==> config.mk <==
export PLATFORM = sky130hd
export DESIGN_NAME = display_hex_capture
export DESIGN_NICKNAME = d
export VERILOG_FILES = /design/src/rtl/display_hex_capture.sv
export SDC_FILE = /design/constraint.sdc
export NUM_CORES = 1
export LEC_CHECK = 0
export CAP_MARGIN = 30
export CORE_ASPECT_RATIO = 1.25
export CORE_MARGIN = 2
export CORE_UTILIZATION = 53
export CTS_CLUSTER_SIZE = 30
export DETAILED_ROUTE_END_ITERATION = 6
export DONT_BUFFER_PORTS = 1
export PLACE_DENSITY = 0.8
export SLEW_MARGIN = 20
export SYNTH_ARGS = -nofsm -noshare
export SYNTH_HDL_FRONTEND = slang
export SYNTH_SLANG_ARGS = --single-unit
==> constraint.sdc <==
create_clock -name clk -period 3.06 [get_ports clk]
set_clock_uncertainty 0.2 [all_clocks]
set_input_delay 0.306 -clock clk [delete_from_list [all_inputs] [get_ports clk]]
set_output_delay 0.306 -clock clk [all_outputs]
set_load 0.05 [all_outputs]
==> src/rtl/display_hex_capture.sv <==
`default_nettype none
// +--------------------------------------------------------------------------+
// | display_hex_capture: recovers bytes from a 3-digit muxed 7-segment bus.  |
// | Optional macro DISPLAY_CAPTURE_SYNC_EN adds a 2-flop input synchronizer. |
// | Rev 1.0                                                                  |
// +--------------------------------------------------------------------------+
module display_hex_capture #(
  parameter int SETTLE_CYCLES = 16,
  parameter int STALE_CYCLES  = 1000000
) (
  input  logic       clk,
  input  logic       rst_n,
  input  logic [7:0] segments,
  input  logic [2:0] segments_enable,
  output logic [7:0] hex_byte,
  output logic       byte_valid,
  output logic       byte_strobe,
  output logic       decode_error
);

  localparam int SW = (SETTLE_CYCLES < 2) ? 1 : $clog2(SETTLE_CYCLES + 1);
  localparam int TW = (STALE_CYCLES < 2) ? 1 : $clog2(STALE_CYCLES + 1);
  localparam logic [SW-1:0] C_SETTLE = SW'(SETTLE_CYCLES);
  localparam logic [TW-1:0] C_STALE  = TW'(STALE_CYCLES);
  localparam logic [10:0]   C_MARKER = {3'b001, 8'h2E};

  typedef enum logic [1:0] {
    HUNT      = 2'd0,
    MARKED    = 2'd1,
    HAVE_HIGH = 2'd2
  } state_t;

  logic [10:0] sample_in;

`ifdef DISPLAY_CAPTURE_SYNC_EN
  logic [10:0] sync1_q, sync2_q;

  always_ff @(posedge clk or negedge rst_n) begin
    if (!rst_n) begin
      sync1_q <= '0;
      sync2_q <= '0;
    end else begin
      sync1_q <= {segments_enable, segments};
      sync2_q <= sync1_q;
    end
  end

  assign sample_in = sync2_q;
`else
  assign sample_in = {segments_enable, segments};
`endif

  // {valid, nibble} for a 7-segment digit glyph with DP clear
  function automatic logic [4:0] digit_decode(input logic [7:0] seg);
    case (seg)
      8'hFC: digit_decode = 5'h10;
      8'h60: digit_decode = 5'h11;
      8'hDA: digit_decode = 5'h12;
      8'hF2: digit_decode = 5'h13;
      8'h66: digit_decode = 5'h14;
      8'hB6: digit_decode = 5'h15;
      8'hBE: digit_decode = 5'h16;
      8'hE0: digit_decode = 5'h17;
      8'hFE: digit_decode = 5'h18;
      8'hF6: digit_decode = 5'h19;
      8'hEE: digit_decode = 5'h1A;
      8'h3E: digit_decode = 5'h1B;
      8'h9C: digit_decode = 5'h1C;
      8'h7A: digit_decode = 5'h1D;
      8'h9E: digit_decode = 5'h1E;
      8'h8E: digit_decode = 5'h1F;
      default: digit_decode = 5'h00;
    endcase
  endfunction

  logic [10:0]   s_q;
  logic [SW-1:0] settle_q, settle_d;
  logic [TW-1:0] stale_q, stale_d;
  state_t        state_q, state_d;
  logic [3:0]    hi_q, hi_d;
  logic [7:0]    byte_q, byte_d;
  logic          valid_q, valid_d;
  logic          strobe_q, error_q;
  logic          accept, commit, err;
  logic [4:0]    dig;
  logic          is_marker, is_high, is_low, is_blank, is_valid;

  // Acceptance fires on the edge the counter reaches SETTLE_CYCLES; s_q equals the input then
  always_comb begin
    settle_d = settle_q;
    accept   = 1'b0;
    if (sample_in != s_q) begin
      settle_d = '0;
    end else if (settle_q != C_SETTLE) begin
      settle_d = settle_q + SW'(1);
      accept   = (settle_d == C_SETTLE);
    end
  end

  assign dig       = digit_decode(s_q[7:0]);
  assign is_marker = (s_q == C_MARKER);
  assign is_high   = (s_q[10:8] == 3'b100) && dig[4];
  assign is_low    = (s_q[10:8] == 3'b010) && dig[4];
  assign is_blank  = (s_q[10:8] == 3'b000);
  assign is_valid  = is_marker | is_high | is_low;

  always_comb begin
    state_d = state_q;
    hi_d    = hi_q;
    commit  = 1'b0;
    err     = 1'b0;
    if (accept && !is_blank) begin
      case (state_q)
        HUNT: begin
          if (is_marker) state_d = MARKED;
          else if (!is_valid) err = 1'b1;
        end
        MARKED: begin
          if (is_high) begin
            hi_d    = dig[3:0];
            state_d = HAVE_HIGH;
          end else if (!is_marker) begin
            state_d = HUNT;
            err     = 1'b1;
          end
        end
        HAVE_HIGH: begin
          err     = !is_low;
          commit  = is_low;
          state_d = is_marker ? MARKED : HUNT;
        end
        default: state_d = HUNT;
      endcase
    end
  end

  // A commit wins over a simultaneous stale expiry
  always_comb begin
    stale_d = stale_q;
    valid_d = valid_q;
    byte_d  = byte_q;
    if (commit) begin
      stale_d = '0;
      valid_d = 1'b1;
      byte_d  = {hi_q, dig[3:0]};
    end else if (STALE_CYCLES != 0 && stale_q != C_STALE) begin
      stale_d = stale_q + TW'(1);
      if (stale_d == C_STALE) valid_d = 1'b0;
    end
  end

  always_ff @(posedge clk or negedge rst_n) begin
    if (!rst_n) begin
      s_q      <= '0;
      settle_q <= '0;
      stale_q  <= '0;
      state_q  <= HUNT;
      hi_q     <= '0;
      byte_q   <= '0;
      valid_q  <= 1'b0;
      strobe_q <= 1'b0;
      error_q  <= 1'b0;
    end else begin
      s_q      <= sample_in;
      settle_q <= settle_d;
      stale_q  <= stale_d;
      state_q  <= state_d;
      hi_q     <= hi_d;
      byte_q   <= byte_d;
      valid_q  <= valid_d;
      strobe_q <= commit;
      error_q  <= err;
    end
  end

  assign hex_byte     = byte_q;
  assign byte_valid   = valid_q;
  assign byte_strobe  = strobe_q;
  assign decode_error = error_q;

endmodule
`default_nettype wire

After elaboration in Yosys (flattened, before gate mapping)
Cells that the tools add are included.

Equal/unequal tests: 28. Reductions and logical operators: 13. Multiplexer cells: 23. Bitwise gates (word level): 2. Add/sub/neg operators: 2.

Operators by type and width (count): $eq A8 B8 Y1 const B (12); $pmux W5 S16 (1); $mux W20 (2); $eq A8 B7 Y1 const B (3); $add A20 B1 Y20 const B (1); $eq A20 B20 Y1 const B (1); $ne A20 B20 Y1 const B (1); $mux W1 (13); $eq A11 B9 Y1 const B (1); $ne A11 B11 Y1 (1); $mux W5 (2); $eq A8 B6 Y1 const B (1); $mux W2 (3); $pmux W2 S3 (1); $reduce_and A3 Y1 (2); $reduce_bool A2 Y1 (3); $add A5 B1 Y5 const B (1); $eq A5 B5 Y1 const B (1); $ne A5 B5 Y1 const B (1); $eq A3 B2 Y1 const B (1); $eq A3 B3 Y1 const B (1); $logic_and A1 B1 Y1 (3); $logic_not A3 Y1 (1); $ne A3 B3 Y1 const B (1); 8 further kinds (10).

Flip-flop bits (word level): 53. Output and inout port bits: 11. Bits of input ports: 13.

Longest topological paths before layout
Depth after elaboration: 9. Gate-level depth with buffers: 10. Mapped depth without buffers: 8.

Worst setup path before layout
No wires, ideal clock.

Path kind: reg-to-reg. Start: register settle_q[0]. End: register hi_q[0]. Cell stages (with the launch flop): 9. Data arrival time: 2.701 ns. Setup slack: 0.034 ns. Path buffers: 1. Period minus slack after synthesis: 3.026 ns. Data required time: 2.735 ns. Path through: dfrtp_1 > ha_1 > or2_2 > a211o_1 > or2_1 > or3_4 > or4b_4 > buf_6 > mux2_4.

Longest elaborated chain between the ends: 6.

Ends and longest elaborated chain: start: declaration (RTL line 77) `logic [SW-1:0] settle_q, settle_d;`; start signal: assignment (RTL line 165) `settle_q <= settle_d;`; $add A5 B1 Y5 (RTL line 95) `settle_d = settle_q + SW'(1);`; $eq A5 B5 Y1 (RTL line 96) `accept = (settle_d == C_SETTLE);`; $mux W1 (*) (RTL line 94) `end else if (settle_q != C_SETTLE) begin`; $mux W1 (*) (RTL line 92) `if (sample_in != s_q) begin`; $logic_and A1 B1 Y1 (*) (RTL line 112) `if (accept && !is_blank) begin`; $reduce_and A3 Y1 (no source line) (*); end signal: assignment (RTL line 168) `hi_q <= hi_d;`; end: declaration (RTL line 80) `logic [3:0] hi_q, hi_d;`.

Mark *: on every way between the ends. The rest lies on a longest branch, timed or not. A chain may end at the register's enable or synchronous reset.

Worst setup path after layout
Start: register settle_q[0]. End: register hi_q[1].

The elaborated chain is that of the path after synthesis.

==> out/qor.yml <==
outcome: "completed"
yosys.area.top_type_share_pct: 42.2
dp_hpwl_um: 4490
die_w_um: 72.9
regToRegSetupSlack_ns: 0.09
cts_max_level: 2
avgRoutedWirePerCell_um: 16.3
synth_edf_count: 0
core_area_um2: 5780
overflow: 0
grt_use_total_pct: 20.5
post_cts_buffers: 0
finalInstanceArea_um2: 3430
viasPerCell: 6.11
hold_ws_ns: 0.268
io_pins: 24
clock.fmax_mhz: 336
synthTopCellsByCount: "dfrtp_1, nor2_1, xor2_1"
path_max_fanout: 6
rsz0062_at_grt: "no"
yosysMostFrequentCell: "dfrtp_1"
start_util_pct: 54.4
ys_top_cells_by_area: "dfrtp_1, xor2_1, nor2_1, xnor2_1, mux2_1"
end_kind: "register"
place_area_um2: 3170
min_period_ns: 2.97
grt_first_pass_wirelength_um: 10900
p_leak_nw: 1.48
peakVddDrop_uv: 351
setup_viol: 0
grt_pass1_vias: 2390
maxCapViolCount: 0
clock_sinks: 53
hold_viol: 0
worst_pin_slew_ns: 0.588
clock_latency_ns: 0.31
drive_above_1_share_pct: 8.87
yosysSeqAreaShare_pct: 42.2
critPathLaunchType: "register"
clock_path_buffers: 2
grt_max_degree: 54
drc: 0
syn_area_um2: 3140
nets: 345
yosys_warnings: 0
via_count: 2402
arrival_ns: 2.97
ys_types: 60
root_buffer: "clkbuf_8"
finalCritPeriodShare_pct: 97.2
async_flop_share_pct: 100
drt-total-wl_um: 6420
dieHeight_um: 90.1
cp_data_required_time_ns: 3.06
diodes: 0
cts_buffers: 5
antenna_found_initial: 0
ys_ff_latch: 53
areaGrowthSynthToFinish_pct: 9.24
synth_cells: 319
clk_pin_slew_worst_paths_ns: 0.09
fin_setup_tns_ns: 0
place_congestion: 0.915
drtAntennaViolNets: 0
firstDrtPassIters: 4
io_buffers: 0
dieArea_um2: 6570
cts_tree: "done"
rows: 31
drv_slew: 0
syn_nets: 338
syn_area_per_cell_um2: 9.85
synth_ff_type: "dfrtp_1"
synth_largest_area_cell: "dfrtp_1"
p_per_area_nw_per_um2: 374
drtIter0Drc: 205
slew_headroom_pct: 59.8
hp-class: "in -> reg"
critical_path_class: "reg -> reg"
[cell families after synthesis]
family | Yosys count | share of synthesized area (%)
multiplexers | 15 | 5.73
flip-flops | 53 | 42.2
AND/OR/NAND/NOR | 139 | 25.6
buffers and inverters | 30 | 4.46
adder cells (fa/ha/maj) | 6 | 2.39
AO/OA/AOI/OAI | 42 | 10.2
XOR/XNOR | 34 | 9.47
[final cells by class]
cell class                      count  area (um^2)
Clock buffer                        6         72.6
Clock inverter                      2         38.8
Multi-Input combinational cell    236         1680
Timing Repair Buffer               19          193
Tap cell                           66         82.6
Fill cell                         470         2350
Inverter                           11         41.3
Sequential cell                    53         1330
[report_power, final]
part           switching, mW  internal [mW]  leakage, nW
sequential            0.0208          0.709        0.692
combinational         0.0397         0.0364        0.736
clock                  0.234          0.246       0.0554
total                  0.295          0.991         1.48
[placed cells by master (no fill, tap or decap), types with 3 or more instances in the layout]
cell and n:
dlygate4sd3_1 12, nand4b_1 4, nand3_1 8, inv_1 11, ha_1 6, clkbuf_8 5, nor2_1 41, nand2_1 16
dfrtp_1 51, nand3b_1 6, mux2i_1 3, o21ai_0 5, xor2_1 20, nor3_1 11, and3_1 7, xnor2_1 14
nand2b_1 6, mux2_4 4, a211oi_1 3, or2_2 3, buf_4 6, a31oi_1 3, nor4_1 4, o32a_1 3
a32oi_1 3, nand4_1 9, a21oi_1 4, mux2_1 8
[flip-flops by register name, summed over array words and instances (netlist names)]
signal / count
byte_strobe: 1
settle_q: 5
state_q: 2
decode_error: 1
hex_byte: 8
stale_q: 20
hi_q: 4
s_q: 11
byte_valid: 1
[worst max-delay path, cell delays in order (launching register included)]
cell	delay (ns)
dfrtp_2	0.45
ha_1	0.21
or2_2	0.27
a211o_1	0.29
or2_1	0.23
or3_4	0.35
or4b_4	0.55
mux2_4	0.31
[stage by stage]
step,util [%],std cells,power (mW),setup WS [ns]
final,59.4,393,1.29,0.0866
after global routing,59.4,393,1.33,0.00868
after CTS,59.4,393,1.30,0.0356
after detailed placement,54.9,372,0.789,0.0481
after global placement,54.9,372,0.787,0.0981
after floorplan,-,319,0.780,0.0337
[routing by layer]
| metal | vias to the layer above | global-route usage [%] | share of wire, % |
|---|---|---|---|
| li1 | 1155 | - | - |
| met1 | 1171 | 25.4 | 42 |
| met2 | 68 | 35.4 | 53 |
| met3 | 8 | 3.70 | 3.6 |
| met4 | 0 | 6.48 | 1.6 |
| met5 | - | 0 | 0 |
[path summary, 6_finish.rpt]
path / startpoint / end / cells after the start
worst max register to register: settle_q[0] / hi_q[1] / 7
worst max-delay path: settle_q[0] / hi_q[1] / 7
worst min register to register: hi_q[3] / hex_byte[7] / 1
min in group asynchronous: rst_n / byte_valid / 2
worst min-delay path: segments[6] / settle_q[0] / 5
max in group asynchronous: rst_n / settle_q[0] / 2
[repair_timing]
item,CTS,global route
hold endpoints to repair,64,0
resized for setup,0,2
hold buffers,13,0
setup endpoints to repair,0,4
Power figures use the tool's default switching activity.
